[config.mk]
export PLATFORM = sky130hd
export DESIGN_NAME = fan_tach_monitor
export DESIGN_NICKNAME = d
export VERILOG_FILES = /design/src/rtl/fan_tach_monitor.sv
export SDC_FILE = /design/constraint.sdc
export NUM_CORES = 1
export LEC_CHECK = 0
export CAP_MARGIN = 20
export CORE_AREA = 2 2 96 116
export DETAILED_ROUTE_END_ITERATION = 8
export DIE_AREA = 0 0 98 118
export GPL_ROUTABILITY_DRIVEN = 0
export PLACE_DENSITY_LB_ADDON = 0.05
export SYNTH_ARGS = -nofsm -noshare
export SYNTH_HDL_FRONTEND = slang
export SYNTH_SLANG_ARGS = --single-unit
[constraint.sdc]
create_clock -name CLKi -period 5.05 [get_ports CLKi]
set_input_delay 1.01 -clock CLKi [delete_from_list [all_inputs] [get_ports CLKi]]
set_output_delay 1.01 -clock CLKi [all_outputs]
set_load 0.1 [all_outputs]
[src/rtl/fan_tach_monitor.sv]
// Multi-channel fan tachometer monitor: per-channel windowed edge counting, speed flags and a
// hysteretic fault FSM. Optional stall timer enabled by defining FAN_TACH_STALL_EN.
module fan_tach_monitor #(
  parameter int unsigned NUM_CH   = 2,
  parameter int unsigned CNT_W    = 12,
  parameter int unsigned WIN_LOG2 = 15,
  parameter int unsigned MIN_TACH = 'h014,
  parameter int unsigned MAX_TACH = 'h0E0,
  parameter int unsigned FLT_CNT  = 3
) (
  input  logic                    CLKi,
  input  logic                    ResetNi,
  input  logic [NUM_CH-1:0]       Fan_In,
  input  logic [NUM_CH-1:0]       ChEnable,
  output logic [NUM_CH*CNT_W-1:0] FanCnt,
  output logic [NUM_CH-1:0]       TachLow,
  output logic [NUM_CH-1:0]       TachHigh,
  output logic [NUM_CH-1:0]       FanFault,
  output logic                    WinDone
);

  localparam logic [CNT_W-1:0] MinTach = CNT_W'(MIN_TACH);
  localparam logic [CNT_W-1:0] MaxTach = CNT_W'(MAX_TACH);
  localparam logic [3:0]       FltCnt  = 4'(FLT_CNT);

  typedef enum logic [1:0] {StOk, StSuspect, StFault} state_e;

  logic [NUM_CH-1:0]       sync1_q, sync2_q, sync3_q;
  logic [NUM_CH-1:0]       edge_det;
  logic [WIN_LOG2-1:0]     win_q, win_d;
  logic                    tc;
  logic [CNT_W:0]          edgecnt_q [NUM_CH];
  logic [CNT_W:0]          edgecnt_d [NUM_CH];
  logic [NUM_CH*CNT_W-1:0] fan_cnt_q, fan_cnt_d;
  logic [NUM_CH-1:0]       low_q, low_d, high_q, high_d, fault_q, fault_d;
  state_e                  state_q [NUM_CH];
  state_e                  state_d [NUM_CH];
  logic [3:0]              run_q [NUM_CH];
  logic [3:0]              run_d [NUM_CH];
  logic                    win_done_q;
`ifdef FAN_TACH_STALL_EN
  logic [WIN_LOG2-3:0]     stall_q [NUM_CH];
  logic [WIN_LOG2-3:0]     stall_d [NUM_CH];
`endif

  assign edge_det = sync2_q ^ sync3_q;
  assign tc       = &win_q;
  assign win_d    = win_q + 1'b1;

  always_comb begin
    logic [CNT_W-1:0] cnt_new;
    logic [3:0]       run_inc;
    logic             bad;
    cnt_new   = '0;
    run_inc   = '0;
    bad       = 1'b0;
    fan_cnt_d = fan_cnt_q;
    low_d     = low_q;
    high_d    = high_q;
    fault_d   = fault_q;
    for (int unsigned i = 0; i < NUM_CH; i++) begin
      cnt_new      = edgecnt_q[i][CNT_W:1];
      run_inc      = run_q[i] + 4'd1;
      edgecnt_d[i] = edgecnt_q[i];
      state_d[i]   = state_q[i];
      run_d[i]     = run_q[i];
      if (edge_det[i] && !(&edgecnt_q[i])) begin
        edgecnt_d[i] = edgecnt_q[i] + 1'b1;
      end
      if (tc) begin
        // An edge seen in the terminal-count cycle opens the next window.
        edgecnt_d[i] = {{CNT_W{1'b0}}, edge_det[i]};
        fan_cnt_d[i*CNT_W +: CNT_W] = cnt_new;
        low_d[i]  = (cnt_new <= MinTach);
        high_d[i] = (cnt_new > MaxTach);
        bad       = low_d[i] | high_d[i];
        unique case (state_q[i])
          StOk: begin
            if (bad) begin
              if (FltCnt == 4'd1) begin
                state_d[i] = StFault;
                run_d[i]   = '0;
              end else begin
                state_d[i] = StSuspect;
                run_d[i]   = 4'd1;
              end
            end
          end
          StSuspect: begin
            if (!bad) begin
              state_d[i] = StOk;
              run_d[i]   = '0;
            end else if (run_inc == FltCnt) begin
              state_d[i] = StFault;
              run_d[i]   = '0;
            end else begin
              run_d[i] = run_inc;
            end
          end
          StFault: begin
            if (bad) begin
              run_d[i] = '0;
            end else if (run_inc == FltCnt) begin
              state_d[i] = StOk;
              run_d[i]   = '0;
            end else begin
              run_d[i] = run_inc;
            end
          end
          default: begin
            state_d[i] = StOk;
            run_d[i]   = '0;
          end
        endcase
      end
`ifdef FAN_TACH_STALL_EN
      if (edge_det[i]) begin
        stall_d[i] = '0;
      end else if (&stall_q[i]) begin
        stall_d[i] = stall_q[i];
      end else begin
        stall_d[i] = stall_q[i] + 1'b1;
      end
      // A stopped fan faults immediately instead of waiting for window end.
      if (&stall_q[i]) begin
        state_d[i] = StFault;
        run_d[i]   = '0;
      end
`endif
      if (!ChEnable[i]) begin
        edgecnt_d[i] = '0;
        fan_cnt_d[i*CNT_W +: CNT_W] = '0;
        low_d[i]     = 1'b0;
        high_d[i]    = 1'b0;
        state_d[i]   = StOk;
        run_d[i]     = '0;
`ifdef FAN_TACH_STALL_EN
        stall_d[i]   = '0;
`endif
      end
      fault_d[i] = (state_d[i] == StFault);
    end
  end

  always_ff @(posedge CLKi or negedge ResetNi) begin
    if (!ResetNi) begin
      sync1_q    <= '0;
      sync2_q    <= '0;
      sync3_q    <= '0;
      win_q      <= '0;
      fan_cnt_q  <= '0;
      low_q      <= '0;
      high_q     <= '0;
      fault_q    <= '0;
      win_done_q <= 1'b0;
      for (int unsigned i = 0; i < NUM_CH; i++) begin
        edgecnt_q[i] <= '0;
        state_q[i]   <= StOk;
        run_q[i]     <= '0;
`ifdef FAN_TACH_STALL_EN
        stall_q[i]   <= '0;
`endif
      end
    end else begin
      sync1_q    <= Fan_In;
      sync2_q    <= sync1_q;
      sync3_q    <= sync2_q;
      win_q      <= win_d;
      fan_cnt_q  <= fan_cnt_d;
      low_q      <= low_d;
      high_q     <= high_d;
      fault_q    <= fault_d;
      win_done_q <= tc;
      for (int unsigned i = 0; i < NUM_CH; i++) begin
        edgecnt_q[i] <= edgecnt_d[i];
        state_q[i]   <= state_d[i];
        run_q[i]     <= run_d[i];
`ifdef FAN_TACH_STALL_EN
        stall_q[i]   <= stall_d[i];
`endif
      end
    end
  end

  assign FanCnt   = fan_cnt_q;
  assign TachLow  = low_q;
  assign TachHigh = high_q;
  assign FanFault = fault_q;
  assign WinDone  = win_done_q;

endmodule

# ---- Yosys cells after proc, flatten, opt, wreduce, memory -nomap -nowiden
# Cells that the tools add are included.
dict set report classes {
  add_sub_neg 5
  magnitude_cmp 4
  n_eq_ne 14
  n_mux 48
  bitwise 3
  reduce_logical 11
}
# op count
set op_table {}
lappend op_table {{2-to-1 mux 13 bit} 6}
lappend op_table {{2-to-1 mux 12 bit} 4}
lappend op_table {{2-to-1 mux 4 bit} 12}
lappend op_table {{2-to-1 mux 2 bit} 14}
lappend op_table {{adder 13 x 1 -> 13 bit, second input constant} 2}
lappend op_table {{AND reduction 13 bit} 2}
lappend op_table {{> comparator 12 x 8 -> 1 bit, second input constant} 2}
lappend op_table {{less-or-equal comparator 12 x 5 -> 1 bit, second input constant} 2}
lappend op_table {{one-hot mux 4 bit (3 select lines)} 2}
lappend op_table {{adder 15 x 1 -> 15 bit, second input constant} 1}
lappend op_table {{AND reduction 15 bit} 1}
lappend op_table {{one-hot mux 2 bit (3 select lines)} 2}
lappend op_table {{adder 4 x 1 -> 4 bit, second input constant} 2}
lappend op_table {{== test 2 bit, second input constant} 4}
lappend op_table {{== test 4 x 2 -> 1 bit, second input constant} 2}
lappend op_table {{2-to-1 mux 1 bit} 8}
lappend op_table {{inequality test 3 x 1 -> 1 bit, second input constant} 2}
lappend op_table {{inequality test 3 bit, second input constant} 2}
lappend op_table {{== test 2 x 1 -> 1 bit, second input constant} 2}
lappend op_table {{logical NOT 2 bit} 2}
lappend op_table {{inequality test 2 x 1 -> 1 bit, second input constant} 2}
lappend op_table {{AND reduction 2 bit} 2}
lappend op_table {{logical AND 1 bit} 2}
lappend op_table {{logical NOT 1 bit} 2}
lappend op_table {{other kinds (2)} 3}
dict set report word_totals {
  register_bits 90
  in_bits 6
  out_inout_bits 31
  elab_cells 103
}

# ---- Longest topological paths before layout
# Gate-level depths: netlist of run 1.
dict set report logic_depth {
  depth_word 8
  depth_mapped 7
  mapped_depth_nobuf 7
}

# ---- Worst setup path before layout of run 1
# Ideal clock, no wire load.
dict set report synth_timing {
  kind {register -> register}
  from {reg run_q[4] (netlist bit)}
  to {reg state_q[3] (netlist bit)}
  setup_time_ps 136
  t_arrival_ps 1885
  required_time_ps 4914
  path_slack_ps 3029
  path_stages_with_launch 7
  n_path_buf 0
  period_less_slack_ps 2021
  path_cell_list {dfrtp_1 -> ha_1 -> or4b_2 -> o31ai_1 -> a41oi_1 -> o21ai_0 -> a21oi_1}
}
# item line_no
set synth_lines {}
lappend synth_lines {{start, declared} 38} ;# logic [3:0] run_q [NUM_CH];
lappend synth_lines {{start signal, assigned by index} 177} ;# run_q[i] <= run_d[i];
lappend synth_lines {{end signal, assigned by index} 158} ;# state_q[i] <= StOk;
lappend synth_lines {{end signal, assigned by index} 176} ;# state_q[i] <= state_d[i];
lappend synth_lines {{end, declared} 36} ;# state_e state_q [NUM_CH];

# ---- Worst setup path after layout of run 1
dict set report layout_timing {
  from {reg high_q[0] (netlist: TachHigh[0])}
  to {out TachHigh[0]}
}
# item line_no
set layout_lines {}
lappend layout_lines {{start, declared} 35} ;# logic [NUM_CH-1:0] low_q, low_d, high_q, high_d, fault_q, fault_d;
lappend layout_lines {{start signal, assigned} 171} ;# high_q <= high_d;
lappend layout_lines {{end, declared} 17} ;# output logic [NUM_CH-1:0] TachHigh,
# No word-level cell between the ends.

==> results by group, run 1 <==
Timing
  – Worst-Margin Slew: 0.9963 ns
  – Min cycle time layout: 2.893 ns
  – Final Cycle Share: 0.5729
  – Final hold violation count: 0
  – Pins Over Slew Limit: 0
  – Fmax: 345.6 MHz
  – Final setup fails: 0
  – Worst slew margin: 0.3337
  – Clock Skew: 0.005536 ns
  – RSZ-0062 raised after global routing: no
  – Worst Hold Slack: 0.3499 ns
  – Setup TNS: 0 ns

Min path
  – Hold WC Path Type: flip-flop to flip-flop

Placement
  – DPL Wire Length: 7010 µm
  – # port buffers: 36
  – Placed Instances: 614

Finish
  – Area Overhead vs Synth: 16.47%
  – Final nets: 510
  – Diodes inserted: 0
  – Post-route insts no fill: 631
  – Layout cells sized above 1: 0.08765
  – Final Util: 0.5165

Route
  – Routed vias/inst: 5.624
  – WL/cell: 16.28 µm
  – Wl on met1: 4852 µm
  – WL final: 10270 µm
  – Highest metal used: met4
  – Met2 WL: 4928 µm
  – Vias after detailed routing: 3549
  – Residual DRC count: 0
  – 1st-iter DRT viols: 131
  – WL met3: 298 µm
  – DRT antenna net count: 0
  – Pre-antenna DRT Iters: 4

Pwr
  – Power Dens Cells: 279.4 nW/µm²
  – Post-layout power: 1.503 mW
  – Net switching power: 0.3497 mW
  – Int Pwr: 1.153 mW
  – Clock power share: 0.453
  – Combinational group share of total power: 0.052
  – Sequential Power Share: 0.494
  – Leakage: 2.187 nW
  – Sw frac: 0.2327
  – Worst VDD drop: 0.1590 mV

Worst setup path
  – R2r worst-path depth: 6
  – Setup slack, reg-to-reg: 2.80 ns
  – Crit path kind: flip-flop to primary output
  – Crit path cell chain: clkdlybuf4s50_1
  – RR Endpoint: state_q[3]
  – Worst path max stage delay: 1.15 ns
  – Type of element capturing the critical path: primary output
  – Crit path required time: 4.04 ns
  – Largest delay contributor family on the critical path: buffers and inverters
  – Crit path buffers/inverters: 1
  – Startpoint types: flip-flop
  – Critical-path maximum fanout: 2
  – Data arrival, critical path: 1.88 ns
  – Worst setup path endpoint: TachHigh[0]
  – Worst r2r src: run_q[4]
  – CP Depth: 1
  – Worst path slowest cell: clkdlybuf4s50_1
  – Critical Path Start: TachHigh[0]

Logic synthesis
  – Yosys reg bits: 90
  – Yosys warns: 0
  – Mean Syn Cell Area: 9.847 µm²
  – Cell Area, Synth: 4618 µm²
  – Post-Synthesis Cells: 469
  – Most used DFF post-synth: dfrtp_1
  – Syn_nets: 482
  – Synth Area in XOR/XNOR: 0.05690
  – Seq/Total Area, Yosys: 0.4877
  – Simple-gate area share of the yosys netlist: 0.1986
  – Synth cell types: 77
  – Post-synthesis mux area share: 0.01138
  – Post-synth EDFFs: 0
  – Adder-cell share of the synthesized area: 0.01897
  – Largest family of logic cells by synthesized area: simple AND/OR/NAND/NOR gates
  – Ys async rst share: 1.000
  – Compound-Gate Fraction of Synth Area: 0.1864

Global route
  – First-pass GRT wire length: 17760 µm
  – Pin count of the biggest net entering global routing: 57
  – Vias in the first global route: 3534
  – Total track usage: 0.1891
  – Final global-route overflow total: 0
  – Initial antenna violation count: 0

CTS
  – Resized cells post-CTS: 0
  – Deepest clock path buffer count: 2
  – Postcts setup bufs: 0
  – Worst-skew pair later-pin latency: 0.34 ns
  – H-tree depth: 3
  – CTS root buf: clkbuf_16
  – CTS tree: done
  – CTS Hold Bufs: 0
  – CTS Buf Count: 9
  – CTS sink count: 90
  – Clock Pin Slew Worst Setup and Hold Paths: 0.06 ns

Floorplanning
  – Total core area: 10410 µm²
  – # IOs: 37
  – Placement Rows: 41
  – Die extent in x: 98 µm
  – Die Span Y: 118 µm
  – DIE AREA: 11560 µm²
  – Starting Density: 0.4435

Outcome
  – Status: complete, no violations

Run
  – Max_cap viols: 0
==> stage by stage <==
| stage | area (µm²) | setup WS [ns] |
|---|---|---|
| floorplan | 4618 | 3.029 |
| CTS | 5351 | 2.147 |
| detailed placement | 5054 | 1.847 |
| finish | 5379 | 2.157 |
| global placement | 5054 | 1.947 |
| global route | 5379 | 2.012 |
==> layout make-up <==
cell class                      instances  area, µm²
Timing Repair Buffer                   41      415.4
Multi-Input combinational cell        336       2181
Clock buffer                           12      246.5
Fill cell                             976       5035
Inverter                               19      71.32
Clock inverter                          4      51.30
Sequential cell                        90       2252
Tap cell                              129      161.4
==> power groups by stage <==
stage                     combinational [mW]  sequential, mW  clock, mW
final                                 0.0786           0.743      0.681
after detailed placement              0.0805           0.756          0
after floorplan                       0.0425           0.758          0
after global placement                0.0791           0.756          0
after CTS                             0.0806           0.743      0.696
after global routing                  0.0907           0.744      0.722
==> metal layers <==
| layer | up-vias | track usage |
|---|---|---|
| met5 | - | 0 |
| li1 | 1739 | - |
| met3 | 16 | 0.03504 |
| met2 | 60 | 0.2988 |
| met4 | 0 | 0.06771 |
| met1 | 1734 | 0.2600 |
==> layout by cell type (no fill, tap or decap), drive strengths merged, types with 6 or more instances in the layout <==
cell type	synthesis	layout
nand2	70	70
a21oi	45	45
nand4	11	11
inv	16	16
clkbuf	9	12
ha	7	7
xor2	8	8
dfrtp	90	90
nand3	27	27
o21ai	14	14
xnor2	22	22
clkdlybuf4s50	0	35
and3	11	11
nor2	26	26
buf	15	6
and2	6	6
==> cell usage after synthesis, drive strengths merged (6+ instances only) <==
cell type / instances / area (µm²)
a21oi: 45 / 232.7
and2: 6 / 37.54
and3: 11 / 71.31
buf: 15 / 77.58
clkbuf: 9 / 36.29
dfrtp: 90 / 2252
ha: 7 / 87.58
inv: 16 / 60.06
nand2: 70 / 262.8
nand3: 27 / 135.1
nand4: 11 / 75.07
nor2: 26 / 97.59
o21ai: 14 / 70.06
xnor2: 22 / 192.7
xor2: 8 / 70.07
==> worst min-delay path by stage <==
| stage | from | endpoint | slack, ns | depth (start not counted) |
|---|---|---|---|---|
| final | sync1_q[0] | sync2_q[0] | 0.35 | 0 |
| after global placement | sync1_q[0] | sync2_q[0] | 0.34 | 0 |
| after floorplan | sync1_q[0] | sync2_q[0] | 0.33 | 0 |
| after detailed placement | sync1_q[0] | sync2_q[0] | 0.34 | 0 |
| after CTS | sync1_q[0] | sync2_q[0] | 0.35 | 0 |
| after global routing | sync1_q[0] | sync2_q[0] | 0.35 | 0 |
==> state kept, by name, summed over array words and instances (netlist names) <==
name and count:
sync1_q 2, FanFault 2, TachHigh 2, WinDone 1
FanCnt 24, run_q 8, TachLow 2, sync2_q 2
sync3_q 2, state_q 4, win_q 15, edgecnt_q 26
==> cell families (layout without fill, tap and decap cells) <==
family          Yosys count  after routing
mux                       5              5
buf+inv                  43             76
xor+xnor                 30             30
simple gates            181            181
flops                    90             90
fa+ha+maj                 7              7
compound gates          113            113
Power figures use the tool's default switching activity.
==> run 2: changes to the inputs <==
Clock period 5.05 ns to 2.4 ns, I/O delays scaled along.
==> results by group, run 2 (synthesis gave the netlist of run 1 again) <==
Timing
  – Worst Hold Slack: 0.1645 ns (-0.1854 ns)
  – Setup TNS: 0 ns (unchanged)
  – Worst slew margin: 0.4888 (+0.1551)
  – Final hold violation count: 0 (unchanged)
  – Final setup fails: 0 (unchanged)
  – Pins Over Slew Limit: 0 (unchanged)
  – RSZ-0062 raised after global routing: no
  – Final Cycle Share: 0.9134
  – Worst-Margin Slew: 0.7603 ns (-0.2360 ns)
  – Fmax: 456.2 MHz
  – Min cycle time layout: 2.192 ns
  – Clock Skew: 0.006694 ns (+0.001158 ns)

Finish
  – Largest register FFs: 26 (unchanged)
  – Post-route insts no fill: 645 (+2.2%)
  – Biggest register: edgecnt_q
  – Commonest non-fill, non-tap cells in the layout: dfrtp_1 (90), nand2_1 (70), buf_4 (50), a21oi_1 (43), nand3_1 (27)
  – Diodes inserted: 0 (unchanged)
  – Post-layout instance area: 5423 µm² (+0.81%)
  – Commonest non-fill, non-tap cell in the layout: dfrtp_1
  – Final nets: 524 (+2.7%)
  – Area Overhead vs Synth: 17.42%
  – Layout cells sized above 1: 0.1725 (+0.08483)

Pwr
  – Leakage: 2.327 nW (+6.4%)
  – Worst VDD drop: 0.3671 mV (+130%)
  – Power Dens Cells: 601.6 nW/µm² (+120%)

CTS
  – CTS tree: done
  – CTS sink count: 90 (unchanged)
  – Postcts setup bufs: 0 (unchanged)
  – CTS Hold Bufs: 0 (unchanged)
  – Worst-skew pair later-pin latency: 0.34 ns (about the same)
  – Deepest clock path buffer count: 2 (unchanged)
  – Clock Pin Slew Worst Setup and Hold Paths: 0.06 ns (about the same)
  – H-tree depth: 3 (unchanged)
  – CTS Buf Count: 9 (unchanged)
  – Resized cells post-CTS: 0 (unchanged)
  – CTS root buf: clkbuf_16

Route
  – Vias after detailed routing: 3631 (+2.3%)
  – 1st-iter DRT viols: 149 (+14%)
  – Routed vias/inst: 5.629 (about the same)
  – Residual DRC count: 0 (unchanged)
  – WL/cell: 15.77 µm (-3.1%)
  – Pre-antenna DRT Iters: 5 (+1)
  – WL final: 10170 µm (-0.96%)
  – DRT antenna net count: 0 (unchanged)

Floorplanning
  – Total core area: 10410 µm² (unchanged)
  – Die Span Y: 118 µm (unchanged)
  – Starting Density: 0.4435 (unchanged)
  – # IOs: 37 (unchanged)
  – Die extent in x: 98 µm (unchanged)
  – Placement Rows: 41 (unchanged)
  – DIE AREA: 11560 µm² (unchanged)

Placement
  – Placed Instances: 629 (+2.4%)
  – DPL Wire Length: 7319 µm (+4.4%)
  – # port buffers: 36 (unchanged)
  – Dpl cell area: 5101 µm² (+0.94%)

Global route
  – Vias in the first global route: 3532 (-0.057%)
  – Pin count of the biggest net entering global routing: 50 (-12%)
  – Final global-route overflow total: 0 (unchanged)
  – First-pass GRT wire length: 17720 µm (-0.23%)
  – Total track usage: 0.1872 (-0.001914)
  – Initial antenna violation count: 0 (unchanged)

Worst setup path
  – Type of element capturing the critical path: flip-flop
  – Startpoint types: flip-flop
  – Setup slack, reg-to-reg: 0.21 ns (-2.59 ns)
  – Crit path kind: flip-flop to flip-flop
  – RR Endpoint: state_q[3]
  – Data arrival, critical path: 2.41 ns (+0.53 ns)
  – Worst r2r src: run_q[4]
  – Critical-path maximum fanout: 7 (+5)
  – Crit path required time: 2.62 ns (-1.42 ns)
  – R2r worst-path depth: 6 (unchanged)

Min path
  – Hold WC Path Type: input pin to asynchronous set/reset pin

Outcome
  – Status: complete, no violations

Run
  – Max_cap viols: 0 (unchanged)
==> run 2: cell types whose count changed in the layout (fill, tap and decap cells not counted), sizes merged <==
cell	before	now
buf	6	51
bufinv	1	2
clkinv	5	3
clkinvlp	1	2
clkdlybuf4s50	35	4
==> run 2: metal layers <==
metal,routed length [µm],vias up,share of wire,GRT usage
li1,-,1767,-,-
met2,5130,72,0.50,0.3112
met4,173,0,0.017,0.05903
met1,4525,1777,0.44,0.2466
met3,343,15,0.034,0.03504
met5,0,-,0,0
==> run 2: area by class of cell <==
class                           instances  area [µm²]
Sequential cell                        90        2252
Timing Repair Buffer                   55       435.4
Clock inverter                          4       75.07
Multi-Input combinational cell        336        2181
Inverter                               19       71.32
Fill cell                             976        4991
Clock buffer                           12       246.5
Tap cell                              129       161.4
==> run 2: worst max path at each step <==
stage | start | to | depth (start not counted)
after floorplan | run_q[4] | state_q[3] | 6
after global placement | run_q[4] | state_q[3] | 6
after detailed placement | run_q[4] | state_q[3] | 6
after CTS | run_q[4] | state_q[3] | 6
after global routing | run_q[4] | state_q[3] | 6
final | run_q[4] | state_q[3] | 6
==> run 2: where the power goes <==
part	switching [mW]	internal (mW)	total [mW]	leakage, nW
Sequential	0.0246	1.54	1.56	1.22
Combinational	0.119	0.0604	0.180	0.954
Clock	0.578	0.942	1.52	0.149
==> run 2: worst max-delay path, stage by stage, from the launching register on <==
cell	delay (ns)
dfrtp_1	0.44
ha_1	0.26
or4b_2	0.68
o31ai_1	0.22
a41oi_1	0.19
o21ai_0	0.19
a21oi_1	0.09
==> run 2: per-stage QoR <==
stage	setup slack [ns]	total power, mW	util
floorplan	0.3785	1.684	-
global placement	0.2854	1.771	0.4898
detailed placement	0.2325	1.775	0.4898
CTS	0.2108	3.312	0.5207
global route	0.07637	3.399	0.5207
finish	0.2078	3.262	0.5207
